===== src/rtl/bmp_stream_if.sv =====
// Byte-stream input and byte-RAM write port of the BMP loader.
// The master side feeds file bytes and observes the writes; the slave side is the loader.
interface bmp_stream_if #(
  parameter int ADDR_WIDTH = 20,
  parameter int BYTE_WIDTH = 8
);
  logic                  in_valid;
  logic [BYTE_WIDTH-1:0] in_data;
  logic                  in_ready;
  logic                  RAM_valid;
  logic [ADDR_WIDTH-1:0] RAM_addr;
  logic [BYTE_WIDTH-1:0] RAM_D;

  modport master (output in_valid, in_data, input in_ready, RAM_valid, RAM_addr, RAM_D);
  modport slave  (input in_valid, in_data, output in_ready, RAM_valid, RAM_addr, RAM_D);
endinterface


===== src/rtl/bmp_stream_loader.sv =====
// Streams a BMP file into byte RAM while parsing its 54-byte header on the fly.
// Define BMP_PIXEL_ONLY_EN to write only pixel bytes, rebased to address 0.
module bmp_stream_loader #(
  parameter int ADDR_WIDTH = 20,
  parameter int BYTE_WIDTH = 8,
  parameter int TOTAL_SIZE = 786486
) (
  input  logic        clk,
  input  logic        rst,
  input  logic        start,
  bmp_stream_if.slave bus,
  output logic [31:0] img_width,
  output logic [31:0] img_height,
  output logic [31:0] data_offset,
  output logic [15:0] bpp,
  output logic        busy,
  output logic        done,
  output logic        err
);
  typedef enum logic [1:0] {S_IDLE, S_LOAD, S_DONE, S_ERR} state_t;

  state_t                state_reg;
  logic [31:0]           idx_reg;
  logic [31:0]           file_size_reg;
  logic [31:0]           width_reg;
  logic [31:0]           height_reg;
  logic [31:0]           offset_reg;
  logic [15:0]           bpp_reg;
  logic                  ram_valid_reg;
  logic [ADDR_WIDTH-1:0] ram_addr_reg;
  logic [BYTE_WIDTH-1:0] ram_d_reg;
  logic                  done_reg;
  logic                  err_reg;

  logic [7:0]            byte_in;
  logic [1:0]            lane;
  logic                  accept;
  logic [31:0]           file_size_full;
  logic                  bad_magic;
  logic                  bad_size;
  logic                  bad_offset;
  logic                  last_byte;
  logic                  write_en;
  logic [ADDR_WIDTH-1:0] write_addr;

  assign byte_in = bus.in_data[7:0];
  assign accept  = (state_reg == S_LOAD) && bus.in_valid;

  // All four-byte header fields start at an index with idx[1:0]==2, so one lane select serves them all.
  assign lane = idx_reg[1:0] - 2'd2;

  assign file_size_full = {byte_in, file_size_reg[23:0]};
  assign bad_magic = ((idx_reg == 32'd0) && (byte_in != 8'h42)) ||
                     ((idx_reg == 32'd1) && (byte_in != 8'h4D));
  assign bad_size  = (idx_reg == 32'd5) &&
                     ((file_size_full < 32'd54) || (file_size_full > 32'(TOTAL_SIZE)));
  assign last_byte = (idx_reg > 32'd5) && (idx_reg + 32'd1 == file_size_reg);

`ifdef BMP_PIXEL_ONLY_EN
  logic [31:0] offset_full;
  assign offset_full = {byte_in, offset_reg[23:0]};
  assign bad_offset  = (idx_reg == 32'd13) &&
                       ((offset_full < 32'd54) || (offset_full >= file_size_reg));
  // The offset field is only trustworthy once byte 13 has been captured.
  assign write_en    = (idx_reg > 32'd13) && (idx_reg >= offset_reg);
  assign write_addr  = ADDR_WIDTH'(idx_reg - offset_reg);
`else
  assign bad_offset  = 1'b0;
  assign write_en    = 1'b1;
  assign write_addr  = ADDR_WIDTH'(idx_reg);
`endif

  always_ff @(posedge clk) begin
    if (rst) begin
      state_reg     <= S_IDLE;
      idx_reg       <= '0;
      file_size_reg <= '0;
      width_reg     <= '0;
      height_reg    <= '0;
      offset_reg    <= '0;
      bpp_reg       <= '0;
      ram_valid_reg <= 1'b0;
      ram_addr_reg  <= '0;
      ram_d_reg     <= '0;
      done_reg      <= 1'b0;
      err_reg       <= 1'b0;
    end else begin
      ram_valid_reg <= 1'b0;
      done_reg      <= 1'b0;
      case (state_reg)
        S_IDLE, S_ERR: begin
          if (start) begin
            state_reg     <= S_LOAD;
            idx_reg       <= '0;
            file_size_reg <= '0;
            width_reg     <= '0;
            height_reg    <= '0;
            offset_reg    <= '0;
            bpp_reg       <= '0;
            err_reg       <= 1'b0;
          end
        end
        S_LOAD: begin
          if (accept) begin
            ram_valid_reg <= write_en;
            ram_addr_reg  <= write_addr;
            ram_d_reg     <= bus.in_data;
            idx_reg       <= idx_reg + 32'd1;
            case (idx_reg)
              32'd2, 32'd3, 32'd4, 32'd5:     file_size_reg[{lane, 3'b000} +: 8] <= byte_in;
              32'd10, 32'd11, 32'd12, 32'd13: offset_reg[{lane, 3'b000} +: 8]    <= byte_in;
              32'd18, 32'd19, 32'd20, 32'd21: width_reg[{lane, 3'b000} +: 8]     <= byte_in;
              32'd22, 32'd23, 32'd24, 32'd25: height_reg[{lane, 3'b000} +: 8]    <= byte_in;
              32'd28, 32'd29:                 bpp_reg[{idx_reg[0], 3'b000} +: 8] <= byte_in;
              default: ;
            endcase
            if (bad_magic || bad_size || bad_offset) begin
              state_reg <= S_ERR;
              err_reg   <= 1'b1;
            end else if (last_byte) begin
              state_reg <= S_DONE;
              done_reg  <= 1'b1;
            end
          end
        end
        S_DONE:  state_reg <= S_IDLE;
        default: state_reg <= S_IDLE;
      endcase
    end
  end

  assign bus.in_ready  = (state_reg == S_LOAD);
  assign bus.RAM_valid = ram_valid_reg;
  assign bus.RAM_addr  = ram_addr_reg;
  assign bus.RAM_D     = ram_d_reg;
  assign img_width     = width_reg;
  assign img_height    = height_reg;
  assign data_offset   = offset_reg;
  assign bpp           = bpp_reg;
  assign busy          = (state_reg == S_LOAD);
  assign done          = done_reg;
  assign err           = err_reg;
endmodule


===== src/flat_wrapper.sv =====
// flat-port wrapper written by rule: the top's interface ports become plain ports
module bmp_stream_loader_flat 
#(
  parameter int ADDR_WIDTH = 20,
  parameter int BYTE_WIDTH = 8,
  parameter int TOTAL_SIZE = 786486
)
  (clk, rst, start, img_width, img_height, data_offset, bpp, busy, done, err, bus_in_valid, bus_in_data, bus_in_ready, bus_RAM_valid, bus_RAM_addr, bus_RAM_D);
  bmp_stream_if #(.ADDR_WIDTH(ADDR_WIDTH), .BYTE_WIDTH(BYTE_WIDTH)) bus_i ();
  input  logic clk;
  input  logic rst;
  input  logic start;
  output logic [31:0] img_width;
  output logic [31:0] img_height;
  output logic [31:0] data_offset;
  output logic [15:0] bpp;
  output logic busy;
  output logic done;
  output logic err;
  input wire logic [$bits(bus_i.in_valid)-1:0] bus_in_valid;
  input wire logic [$bits(bus_i.in_data)-1:0] bus_in_data;
  output wire logic [$bits(bus_i.in_ready)-1:0] bus_in_ready;
  output wire logic [$bits(bus_i.RAM_valid)-1:0] bus_RAM_valid;
  output wire logic [$bits(bus_i.RAM_addr)-1:0] bus_RAM_addr;
  output wire logic [$bits(bus_i.RAM_D)-1:0] bus_RAM_D;
  assign bus_i.in_valid = bus_in_valid;
  assign bus_i.in_data = bus_in_data;
  assign bus_in_ready = bus_i.in_ready;
  assign bus_RAM_valid = bus_i.RAM_valid;
  assign bus_RAM_addr = bus_i.RAM_addr;
  assign bus_RAM_D = bus_i.RAM_D;
  bmp_stream_loader #(.ADDR_WIDTH(ADDR_WIDTH), .BYTE_WIDTH(BYTE_WIDTH), .TOTAL_SIZE(TOTAL_SIZE)) u_core (.clk(clk), .rst(rst), .start(start), .bus(bus_i), .img_width(img_width), .img_height(img_height), .data_offset(data_offset), .bpp(bpp), .busy(busy), .done(done), .err(err));
endmodule

===== config.mk =====
export PLATFORM = sky130hd
export DESIGN_NAME = bmp_stream_loader_flat
export DESIGN_NICKNAME = d
export VERILOG_FILES = /design/src/rtl/bmp_stream_if.sv /design/src/rtl/bmp_stream_loader.sv /design/src/flat_wrapper.sv
export SDC_FILE = /design/constraint.sdc
export NUM_CORES = 1
export LEC_CHECK = 0
export ABC_AREA = 1
export BUFFER_PORTS_ARGS = -buffer_cell sky130_fd_sc_hd__buf_2
export CORE_MARGIN = 2
export CORE_UTILIZATION = 30
export DETAILED_ROUTE_END_ITERATION = 7
export GPL_ROUTABILITY_DRIVEN = 0
export SYNTH_ARGS = -nofsm -noshare
export SYNTH_HDL_FRONTEND = slang
export SYNTH_SLANG_ARGS = --single-unit

===== constraint.sdc =====
create_clock -name clk -period 2.4 [get_ports clk]
set_input_delay 0.12 -clock clk [delete_from_list [all_inputs] [get_ports clk]]
set_output_delay 0.12 -clock clk [all_outputs]
set_load 0.005 [all_outputs]

==> impl_metrics.yaml <==
logic_synthesis:
  synth_ff_type: "dfxtp_1"
  postSynthAreaPerCell_um2: 6.737
  yosysTopAreaCellShare: 0.4283
  yosysMostFrequentCell: "nand2_1"
  synthArstFlopShare: 0
  ys_seq_area_frac: 0.4283
  synthCells: 1450
  ys_ff_latch: 209
  yosys-top-cells-area: "dfxtp_1 43%, nand2_1 12%, nor2_1 8.9%, o21ai_0 8.0%, a21oi_1 7.7%"
  ys_types: 36
  yosysTopAreaCell: "dfxtp_1"
  ys_top_cells_by_count: "319 x nand2_1, 232 x nor2_1, 209 x dfxtp_1"
  synth_edf_count: 0
  synth_warnings: 0
  syn_nets: 1471
  synth_area_um2: 9769
sta:
  setup_viol: 0
  finalHoldWorstSlack_ps: 98.89
  period_share: 0.9719
  tightestPinTransition_ps: 672.4
  rsz0062_at_grt: "yes"
  fin_ws_ps: 67.50
  hold_viol_final: 0
  fin_crit_ps: 2332
  slew_violations: 0
  skew_ps: 17.63
  fmax_mhz: 428.7
  relSlewSlack: 0.5517
global_route:
  grt_pass1_wl_um: 53320
  grt_pass1_vias: 10010
  grt_max_degree: 81
  antenna_found_initial: 0
  grt.total_usage: 0.1971
  overflow: 0
floorplanning:
  dieWidth_um: 184.5
  die_y_um: 184.5
  pin_count: 157
  rows: 66
  start_util: 0.3026
  core_um2: 32290
  die_area_um2: 34020
power:
  power_leakage_uw: 0.005802
  ir_worst_vdd_mv: 0.5700
  p_per_area_nw_per_um2: 829.1
route:
  via_count: 10380
  viasPerCell: 4.824
  firstDrtPassIters: 5
  drt-initial-drc-count: 812
  routed_wl_um: 34070
  drc: 0
  wl_per_cell_um: 15.83
  postRouteAntennaNets: 0
finish:
  area_delta_synth_final_pct: 32.29
  nFillCells: 3428
  finalInstanceArea_um2: 12920
  fin_nets: 1713
  drive_gt1_frac: 0.2450
  post-route-util: 0.4003
  diodes: 0
placed_design:
  dp_slack_ps: -112.0
  detailed_place_hpwl_um: 25240
  portBuffers: 156
  place_area_um2: 11640
setup_path:
  endpoint_kind: "flop"
  path_class: "flop to flop"
  slowest_stage: "dfxtp_4"
  crit_chain: "buf_4 > nand2_4 > nor2_8 > nand3_1 > inv_1 > nand3_1 > nand3_1 > nand2_1 > nor2_1 > nand2_1 > nor2_2 > nand3_2 > nand2_2 > nand2_2 > nand2_2 > a21oi_2"
  cp_slowest_stage_delay_ps: 380
  cp.required_ps: 2790
  crit_path_max_fanout: 6
  crit_path_start_kind: "flop"
  worst_ep_arrival_time_ps: 2720
run_status:
  outcome: "completed"
clocking:
  clkTransAtPathRegs_ps: 70
  cts_made_buffers: 24
  clk_latency_ps: 540
  cts_sinks: 209
  tritoncts: "yes"
  root_buffer: "clkbuf_16"
  htreeDepth: 1
  ctsLongestPathBuffers: 3
hold_path:
  hold_path.class: "input port to flop"
flow_run:
  max-cap-violations: 0
metal layers:
metal,vias to the layer above,track usage,routed length [um]
met2,345,0.3320,15770
met4,0,0.06336,1065
li1,5207,-,-
met3,67,0.03300,2377
met5,-,0,0
met1,4762,0.2561,14850
cell families after synthesis:
| group | share of synthesized area |
|---|---|
| adder cells (fa/ha/maj) | 0.01153 |
| AO/OA/AOI/OAI | 0.1675 |
| XOR/XNOR | 0.003202 |
| flip-flops | 0.4283 |
| AND/OR/NAND/NOR | 0.3090 |
| buffers and inverters | 0.08043 |
critical path: cells and delay by family, from the launching register on:
family | cells | cell delay, ps
buf+inv | 2 | 240
flops | 1 | 380
compound gates | 1 | 40
simple gates | 13 | 1500
repair_timing:
item	in CTS	in global routing
gates cloned	0	1
resized for setup	9	122
pin swaps	1	22
setup buffers	0	6
setup endpoints to repair	67	141
endpoints found under the hold margin	19	0
hold buffers	8	0
final timing paths:
path	startpoint	endpoint	slack, ps	cells past startpoint
hold reg to reg	u_core.data_offset[25]	u_core.data_offset[25]	440	2
setup reg to reg	u_core.idx_reg[1]	u_core.state_reg[0]	70	16
setup / recovery	u_core.idx_reg[1]	u_core.state_reg[0]	70	16
hold / removal	bus_in_valid	u_core.done	100	3
power by group:
part	leakage (uW)	internal [uW]	switching, uW	total, uW
combinational	0.00368	978	1650	2630
clock	0.000401	2280	1530	3810
sequential	0.00172	3980	305	4280
total	0.00580	7230	3490	10700
through the flow:
stage	instances	total power, uW	TNS, ps
6_report	2152	10710	0
5_1_grt	2152	11310	-590.2
4_1_cts	2145	10620	0
3_5_place_dp	2093	6779	-2483
3_3_place_gp	2093	6749	-2035
2_1_floorplan	1450	5741	0
cell usage in the layout (no fill, tap or decap), types with 5 or more instances in the layout:
cell / count
buf_2: 156
dfxtp_1: 195
nand3_2: 10
buf_4: 89
clkinv_2: 5
nor2_2: 16
nor3_1: 15
nand2_1: 300
a21oi_1: 147
clkbuf_8: 7
nor2_4: 11
nand2_4: 7
ha_1: 7
clkbuf_16: 24
inv_2: 18
nand4_1: 20
buf_6: 8
nand2_2: 20
nand3_1: 84
o21ai_1: 36
o21ai_0: 126
inv_1: 124
dlygate4sd3_1: 8
nor2_1: 215
dfxtp_2: 12
area by class of cell:
type,instances,area [um^2],share of cell area
repair buffers,265,1699,0.1315
well taps,442,553.0,0.04279
clock inverters,10,118.9,0.009197
flip-flops and latches,209,4207,0.3255
clock buffers,34,708.2,0.05480
multi-input cells,1044,5069,0.3922
inverters,148,569.3,0.04405
Power figures use the tool's default switching activity.
